### src/rtl/multicycle_control_fsm.sv
// Main controller of the RV32I multicycle datapath.
// Sequences fetch/decode/execute and drives datapath selects.
module multicycle_control_fsm #(
  parameter logic [3:0] ALU_AND = 4'b0000,
  parameter logic [3:0] ALU_OR  = 4'b0001,
  parameter logic [3:0] ALU_ADD = 4'b0010,
  parameter logic [3:0] ALU_SUB = 4'b0110
) (
  input  logic       clk,
  input  logic       rst_n,
  input  logic [6:0] op,
  input  logic [2:0] funct3,
  input  logic       funct7b5,
  input  logic       zero,
  input  logic       mem_ready,
  output logic       pc_write,
  output logic       adr_src,
  output logic       mem_write,
  output logic       ir_write,
  output logic [1:0] result_src,
  output logic [1:0] alu_src_a,
  output logic [1:0] alu_src_b,
  output logic       reg_write,
  output logic [3:0] alu_control,
  output logic       illegal,
  output logic [3:0] state
);

  typedef enum logic [3:0] {
    S_FETCH    = 4'd0,
    S_DECODE   = 4'd1,
    S_MEMADR   = 4'd2,
    S_MEMREAD  = 4'd3,
    S_MEMWB    = 4'd4,
    S_MEMWRITE = 4'd5,
    S_EXECR    = 4'd6,
    S_EXECI    = 4'd7,
    S_ALUWB    = 4'd8,
    S_BEQ      = 4'd9,
    S_JAL      = 4'd10
  } state_t;

  state_t     state_q;
  state_t     state_d;
  logic [3:0] fn_ctl;
  logic       fn_bad;

  assign state = state_q;

  // State register; reset returns to FETCH at once
  always_ff @(posedge clk or negedge rst_n) begin
    if (!rst_n) state_q <= S_FETCH;
    else        state_q <= state_d;
  end

  // ALU operation for R/I-type execute states
  always_comb begin
    fn_ctl = ALU_ADD;
    fn_bad = 1'b0;
    case (funct3)
      3'b000: fn_ctl = (state_q == S_EXECR && funct7b5)
                       ? ALU_SUB : ALU_ADD;
      3'b111: fn_ctl = ALU_AND;
      3'b110: fn_ctl = ALU_OR;
      default: fn_bad = 1'b1;
    endcase
  end

  // Next state and datapath controls, all forced quiet in reset
  always_comb begin
    state_d     = S_FETCH;
    pc_write    = 1'b0;
    adr_src     = 1'b0;
    mem_write   = 1'b0;
    ir_write    = 1'b0;
    result_src  = 2'b00;
    alu_src_a   = 2'b00;
    alu_src_b   = 2'b00;
    reg_write   = 1'b0;
    alu_control = ALU_AND;
    illegal     = 1'b0;
    case (state_q)
      S_FETCH: begin
        alu_src_b   = 2'b10;
        alu_control = ALU_ADD;
        result_src  = 2'b10;
        ir_write    = mem_ready;
        pc_write    = mem_ready;
        state_d     = mem_ready ? S_DECODE : S_FETCH;
      end
      S_DECODE: begin
        alu_src_a   = 2'b01;
        alu_src_b   = 2'b01;
        alu_control = ALU_ADD;
        case (op)
          7'b0000011: state_d = S_MEMADR;
          7'b0100011: state_d = S_MEMADR;
          7'b0110011: state_d = S_EXECR;
          7'b0010011: state_d = S_EXECI;
          7'b1100011: state_d = S_BEQ;
          7'b1101111: state_d = S_JAL;
          default:    illegal = 1'b1;
        endcase
      end
      S_MEMADR: begin
        alu_src_a   = 2'b10;
        alu_src_b   = 2'b01;
        alu_control = ALU_ADD;
        state_d     = op[5] ? S_MEMWRITE : S_MEMREAD;
      end
      S_MEMREAD: begin
        adr_src = 1'b1;
        state_d = mem_ready ? S_MEMWB : S_MEMREAD;
      end
      S_MEMWB: begin
        result_src = 2'b01;
        reg_write  = 1'b1;
      end
      S_MEMWRITE: begin
        adr_src   = 1'b1;
        mem_write = 1'b1;
        state_d   = mem_ready ? S_FETCH : S_MEMWRITE;
      end
      S_EXECR, S_EXECI: begin
        alu_src_a   = 2'b10;
        alu_src_b   = (state_q == S_EXECI) ? 2'b01 : 2'b00;
        alu_control = fn_ctl;
        illegal     = fn_bad;
        state_d     = fn_bad ? S_FETCH : S_ALUWB;
      end
      S_ALUWB: begin
        reg_write = 1'b1;
      end
      S_BEQ: begin
        alu_src_a   = 2'b10;
        alu_control = ALU_SUB;
        illegal     = (funct3 != 3'b000);
        pc_write    = zero && (funct3 == 3'b000);
      end
      S_JAL: begin
        alu_src_a   = 2'b01;
        alu_src_b   = 2'b10;
        alu_control = ALU_ADD;
        pc_write    = 1'b1;
        state_d     = S_ALUWB;
      end
      default: state_d = S_FETCH;
    endcase
    if (!rst_n) begin
      pc_write    = 1'b0;
      adr_src     = 1'b0;
      mem_write   = 1'b0;
      ir_write    = 1'b0;
      result_src  = 2'b00;
      alu_src_a   = 2'b00;
      alu_src_b   = 2'b00;
      reg_write   = 1'b0;
      alu_control = ALU_ADD;
      illegal     = 1'b0;
    end
  end

endmodule
### config.mk
export PLATFORM = sky130hd
export DESIGN_NAME = multicycle_control_fsm
export DESIGN_NICKNAME = d
export VERILOG_FILES = /design/src/rtl/multicycle_control_fsm.sv
export SDC_FILE = /design/constraint.sdc
export NUM_CORES = 1
export LEC_CHECK = 0
export ABC_AREA = 1
export CAP_MARGIN = 20
export CELL_PAD_IN_SITES_DETAIL_PLACEMENT = 0
export CELL_PAD_IN_SITES_GLOBAL_PLACEMENT = 2
export CORE_MARGIN = 2
export CORE_UTILIZATION = 14
export CTS_BUF_LIST = sky130_fd_sc_hd__clkbuf_8
export CTS_CLUSTER_SIZE = 40
export DETAILED_ROUTE_END_ITERATION = 6
export HOLD_SLACK_MARGIN = 0.08
export PLACE_DENSITY_LB_ADDON = 0.1
export RECOVER_POWER = 100
export SLEW_MARGIN = 15
export SYNTH_ARGS = -nofsm -noshare
export SYNTH_HDL_FRONTEND = slang
export SYNTH_SLANG_ARGS = --single-unit
### constraint.sdc
create_clock -name clk -period 1.3 [get_ports clk]
set_clock_uncertainty 0.1 [all_clocks]
set_input_delay 0.26 -clock clk [delete_from_list [all_inputs] [get_ports clk]]
set_output_delay 0.26 -clock clk [all_outputs]
set_load 0.1 [all_outputs]
* Word-level counts from Yosys, hierarchy flattened
Index checks and enable logic that the tools add are counted.
Word-level totals: flip-flop bits (word level) 4, bits of input ports 15, logic and storage cells 67
Operators by class: reductions and logical operators 16, eq/ne operators 18, mux-type cells 32
Operator list (count):
- 4-bit case mux with 7 select lines | 1
- 4-bit case mux with 5 select lines | 1
- 3-bit case mux with 3 select lines | 2
- 4-bit by 3-bit == test with 1-bit output, second input constant | 4
- 7-bit by 6-bit == test with 1-bit output, second input constant | 2
- 7-bit == test, second input constant | 2
- 1-bit 2-to-1 mux | 14
- 2-bit OR reduction | 7
- 4-bit == test, second input constant | 3
- 3-bit 2-to-1 mux | 4
- 4-bit by 2-bit == test with 1-bit output, second input constant | 2
- 4-bit 2-to-1 mux | 2
- 2-bit case mux with 2 select lines | 2
- 4-bit OR reduction | 2
- 7-bit by 2-bit == test with 1-bit output, second input constant | 1
- 7-bit by 5-bit == test with 1-bit output, second input constant | 1
- 3-bit == test, second input constant | 2
- 2-bit 2-to-1 mux | 3
- 1-bit case mux with 3 select lines | 2
- 2-bit case mux with 3 select lines | 1
- 6-bit OR reduction | 1
- 4-bit by 1-bit == test with 1-bit output, second input constant | 1
- 4-bit zero test | 1
- 3-bit zero test | 1
- other kinds (3) | 4

* Depth between registers and ports, before layout
word-level depth 6, depth in mapped cells 7, gate-level depth less buffers 7

* Worst setup path after synthesis
No wires, ideal clock.
path type reg-to-output, from register state_q[1], in the netlist state[1], to output port alu_control[0], stages on the path, launching flop included 3, data required time 0.940 ns, setup slack -3.206 ns, arrival 4.146 ns, cell sequence dfrtp_1 > nand3_1 > nor4_1
Between the ends: word-level cells in the longest chain between the ends 4, elaborated cells on any way between the ends 11, those cells by class eq/ne (6); mux (2); reduce/logical (3)
Ends and longest elaborated chain:
- start: declaration | line 43 | state_t state_q;
- start signal: assignment | line 53 | else state_q <= state_d;
- 4-bit by 1-bit == test with 1-bit output, or another cell as far along | line 82 | case (state_q)
- 4-bit OR reduction (no line) or 2-bit OR reduction (tied branches)
- 3-bit case mux with 3 select lines * | line 82
- 4-bit 2-to-1 mux * | line 149 | if (!rst_n) begin
- end: declaration | line 24 | output logic [3:0] alu_control,
Mark *: on every way between the ends. The rest lies on a longest branch, timed or not.

* Worst setup path in the final report
from register state_q[2], in the netlist state[2], to output port pc_write
Between the ends: word-level cells in the longest chain between the ends 3, elaborated cells on any way between the ends 5, those cells by class eq/ne (2); mux (2); reduce/logical (1)
Ends and longest elaborated chain:
- 4-bit == test or 4-bit zero test (tied branches) | line 82
- 1-bit case mux with 3 select lines * | line 82
- 1-bit 2-to-1 mux * | line 149
- end: declaration | line 16 | output logic pc_write,
Marks and branches as above.

==> impl_results.md <==
* Status: finished with violations
* Violated checks: setup timing
* Crit path DAT at 1.54 ns
* Gr usage total at 11.4%
* Ports at 35
* DR WL/cell at 10.1 µm
* Mapped Cells at 100
* Net Sw Power at 0.000602 W
* R2R Setup Slk at -0.22 ns
* ANT cells at 0
* Synthesized cell area at 517 µm²
* Post-DR vias/cell at 4.05
* Placeable core area at 3610 µm²
* Root Driver: clkbuf_8
* CP cell instances: nor2_4 > nand2_4 > nor2_1 > a21oi_1 > nor2_4 > buf_12
* Sequential share of the synthesized area at 19.4%
* Fraction of layout cells with a size suffix above 1 at 62.0%
* CTS Buf Count at 3
* Pre-antenna DRT Iters at 2
* Die Ht at 64.8 µm
* Crit-path max FO at 5
* Clock Pin Slew Worst Setup and Hold Paths at 0.03 ns
* Final Critical Period at 1.90 ns
* Overall Power at 0.00127 W
* CTS H-tree lvls at 1
* Worst vdd ir at 0.000338 V
* Initial antenna violation count at 0
* Yosys cell types at 16
* Worst-Skew Late Latency at 0.21 ns
* Initial Util at 14.3%
* Detailed-route DRC error count at 0
* R2R Path Start: state[2]
* Die X at 64.8 µm
* Fillers at 363
* Number of global-route vias before repair at 872
* Number of flip-flops under the largest register name at 4
* Row cnt at 22
* Post-DP HPWL at 1940 µm
* WP buf/inv at 1
* Combinational Power Share at 66.7%
* Wire length of the first global-routing pass at 3820 µm
* Core Util, Final at 47.4%
* R2r endpoint: state[0]
* Most frequent cells in the layout: buf_4, buf_12, nand2_1
* Post-Syn Area per Cell at 5.17 µm²
* Setup TNS at -8.97 ns
* Top delay family on crit path: simple AND/OR/NAND/NOR gates
* #FFs+latches synth at 4
* Setup crit start kind: flip-flop
* Commonest non-fill, non-tap cell in the layout: buf_4
* Most frequent CP cell: nor2_4
* Critical Path Stages at 6
* Pleak at 0.771 nW
* PortBufs at 33
* Bufs on Longest Clock Path at 2
* Final Worst Setup Slack at -0.599 ns
* Sw Ratio at 47.2%
* Register area at 115 µm²
* Critical path type: flip-flop to output port
* Final Hold Vio Count at 0
* Final Max Tran Viols at 0
* DIE AREA at 4190 µm²
* CTS tree: done
* Synthesized net count at 115
* CP max-delay cell: dfrtp_4
* DRT iter0 DRCs at 18
* R2R cell count at 8
* Cell Pwr Density at 746 nW/µm²
* Setup-failing EPs final at 23
* Worst setup path end: pc_write
* Total internal power at 0.000673 W
* Vias at 886
* CP Launch Point: state[2]
* Peak per-stage delay on the critical path at 0.51 ns
* Flop pwr share at 13.1%
* RSZ-0062 raised after global routing: yes
* Total Nets Final at 188
* HP Class: input pin to flip-flop
* CP required at 0.94 ns
* Hold Startpoint: funct3[2]
* Post-route ant nets at 0
* Critical Path Sink Type: output port
* Global route overflow at 0
* Max_cap viols at 0
* Period utilization at 146%
* Routability cong. at 0.798
* Fmax at 526 MHz
* Total Routed Length at 2220 µm
* Yosys warning total at 0
* Sink Count at 4
* Footprint of the multi-input gates at 584 µm²
* Synth-to-Final Area Change at 231%
* Largest net degree at the start of global routing at 8
* Clock Power Share at 20.1%
through the flow:
stage	cells	hold slack [ns]	worst slack, ns	area (µm²)
floorplan	100	-0.136	-1.00	683
global placement	209	0.527	-0.629	1470
detailed placement	209	0.508	-0.637	1470
CTS	217	0.628	-0.635	1650
global route	219	0.692	-0.680	1710
finish	219	0.636	-0.599	1710
layout make-up:
type / instances / area share, %
repair buffers: 69 / 48.1
flip-flops and latches: 4 / 6.74
inverters: 18 / 5.05
clock buffers: 3 / 2.42
well taps: 48 / 3.52
multi-input cells: 77 / 34.2
cell usage after synthesis:
cell type	count	area, µm²
nor4_1	1	6.26
clkinv_1	1	3.75
nor3_1	3	15.0
buf_4	1	7.51
o211ai_1	2	15.0
conb_1	1	3.75
dfrtp_1	4	100
nand3_1	8	40.0
nand4_1	4	25.0
nor2_1	22	82.6
a21oi_1	7	35.0
o21ai_0	2	10.0
inv_1	17	63.8
o21ai_2	1	8.76
nand2_1	25	93.8
nor2_2	1	6.26
per-layer routing:
| layer | GRT usage (%) | vias up | wire length, µm |
|---|---|---|---|
| met4 | 3.19 | 0 | 19 |
| met1 | 13.6 | 404 | 900 |
| met2 | 21.3 | 19 | 1240 |
| li1 | - | 461 | - |
| met3 | 1.22 | 2 | 60 |
| met5 | 0 | - | 0 |
cells by family (layout without fill, tap and decap cells):
family	count (synthesis)	count (layout)	share of synthesized area (%)
AOI/OAI and AO/OA	12	12	13.3
buffers and inverters	19	90	14.5
DFF	4	4	19.4
other	1	1	0.726
and+or+nand+nor	64	64	52.1
power groups by stage:
| stage | combinational, W | sequential [W] | clock [W] |
|---|---|---|---|
| 3_5_place_dp | 0.000786 | 0.000157 | 0 |
| 4_1_cts | 0.000832 | 0.000165 | 0.000265 |
| 5_1_grt | 0.000894 | 0.000169 | 0.000270 |
| 2_1_floorplan | 0.000402 | 0.000210 | 0 |
| 3_3_place_gp | 0.000785 | 0.000158 | 0 |
| 6_report | 0.000851 | 0.000167 | 0.000256 |
worst min-delay path by stage:
stage,cells past startpoint,slack (ns),to
detailed placement,2,0.51,state[3]
CTS,5,0.63,state[3]
floorplan,0,-0.14,state[0]
global placement,2,0.53,state[0]
global route,5,0.69,state[3]
finish,5,0.64,state[3]
worst register-to-register path, stage by stage (launching register included):
cell     delay, ns
dfrtp_4       0.51
inv_4         0.09
nor2_1        0.04
buf_4         0.15
nand2_4       0.09
buf_6         0.10
nor2_1        0.04
nor3_1        0.18
nand3_1       0.10
what timing repair did:
action / 4_1_cts / 5_1_grt
endpoints found under the setup margin: 23 / 23
resized for setup: 31 / 15
endpoints found under the hold margin: 4 / 0
pin swaps: 11 / 12
setup buffers: 5 / 3
hold buffers: 1 / 0
No activity file was read; power rests on OpenSTA's default activity.
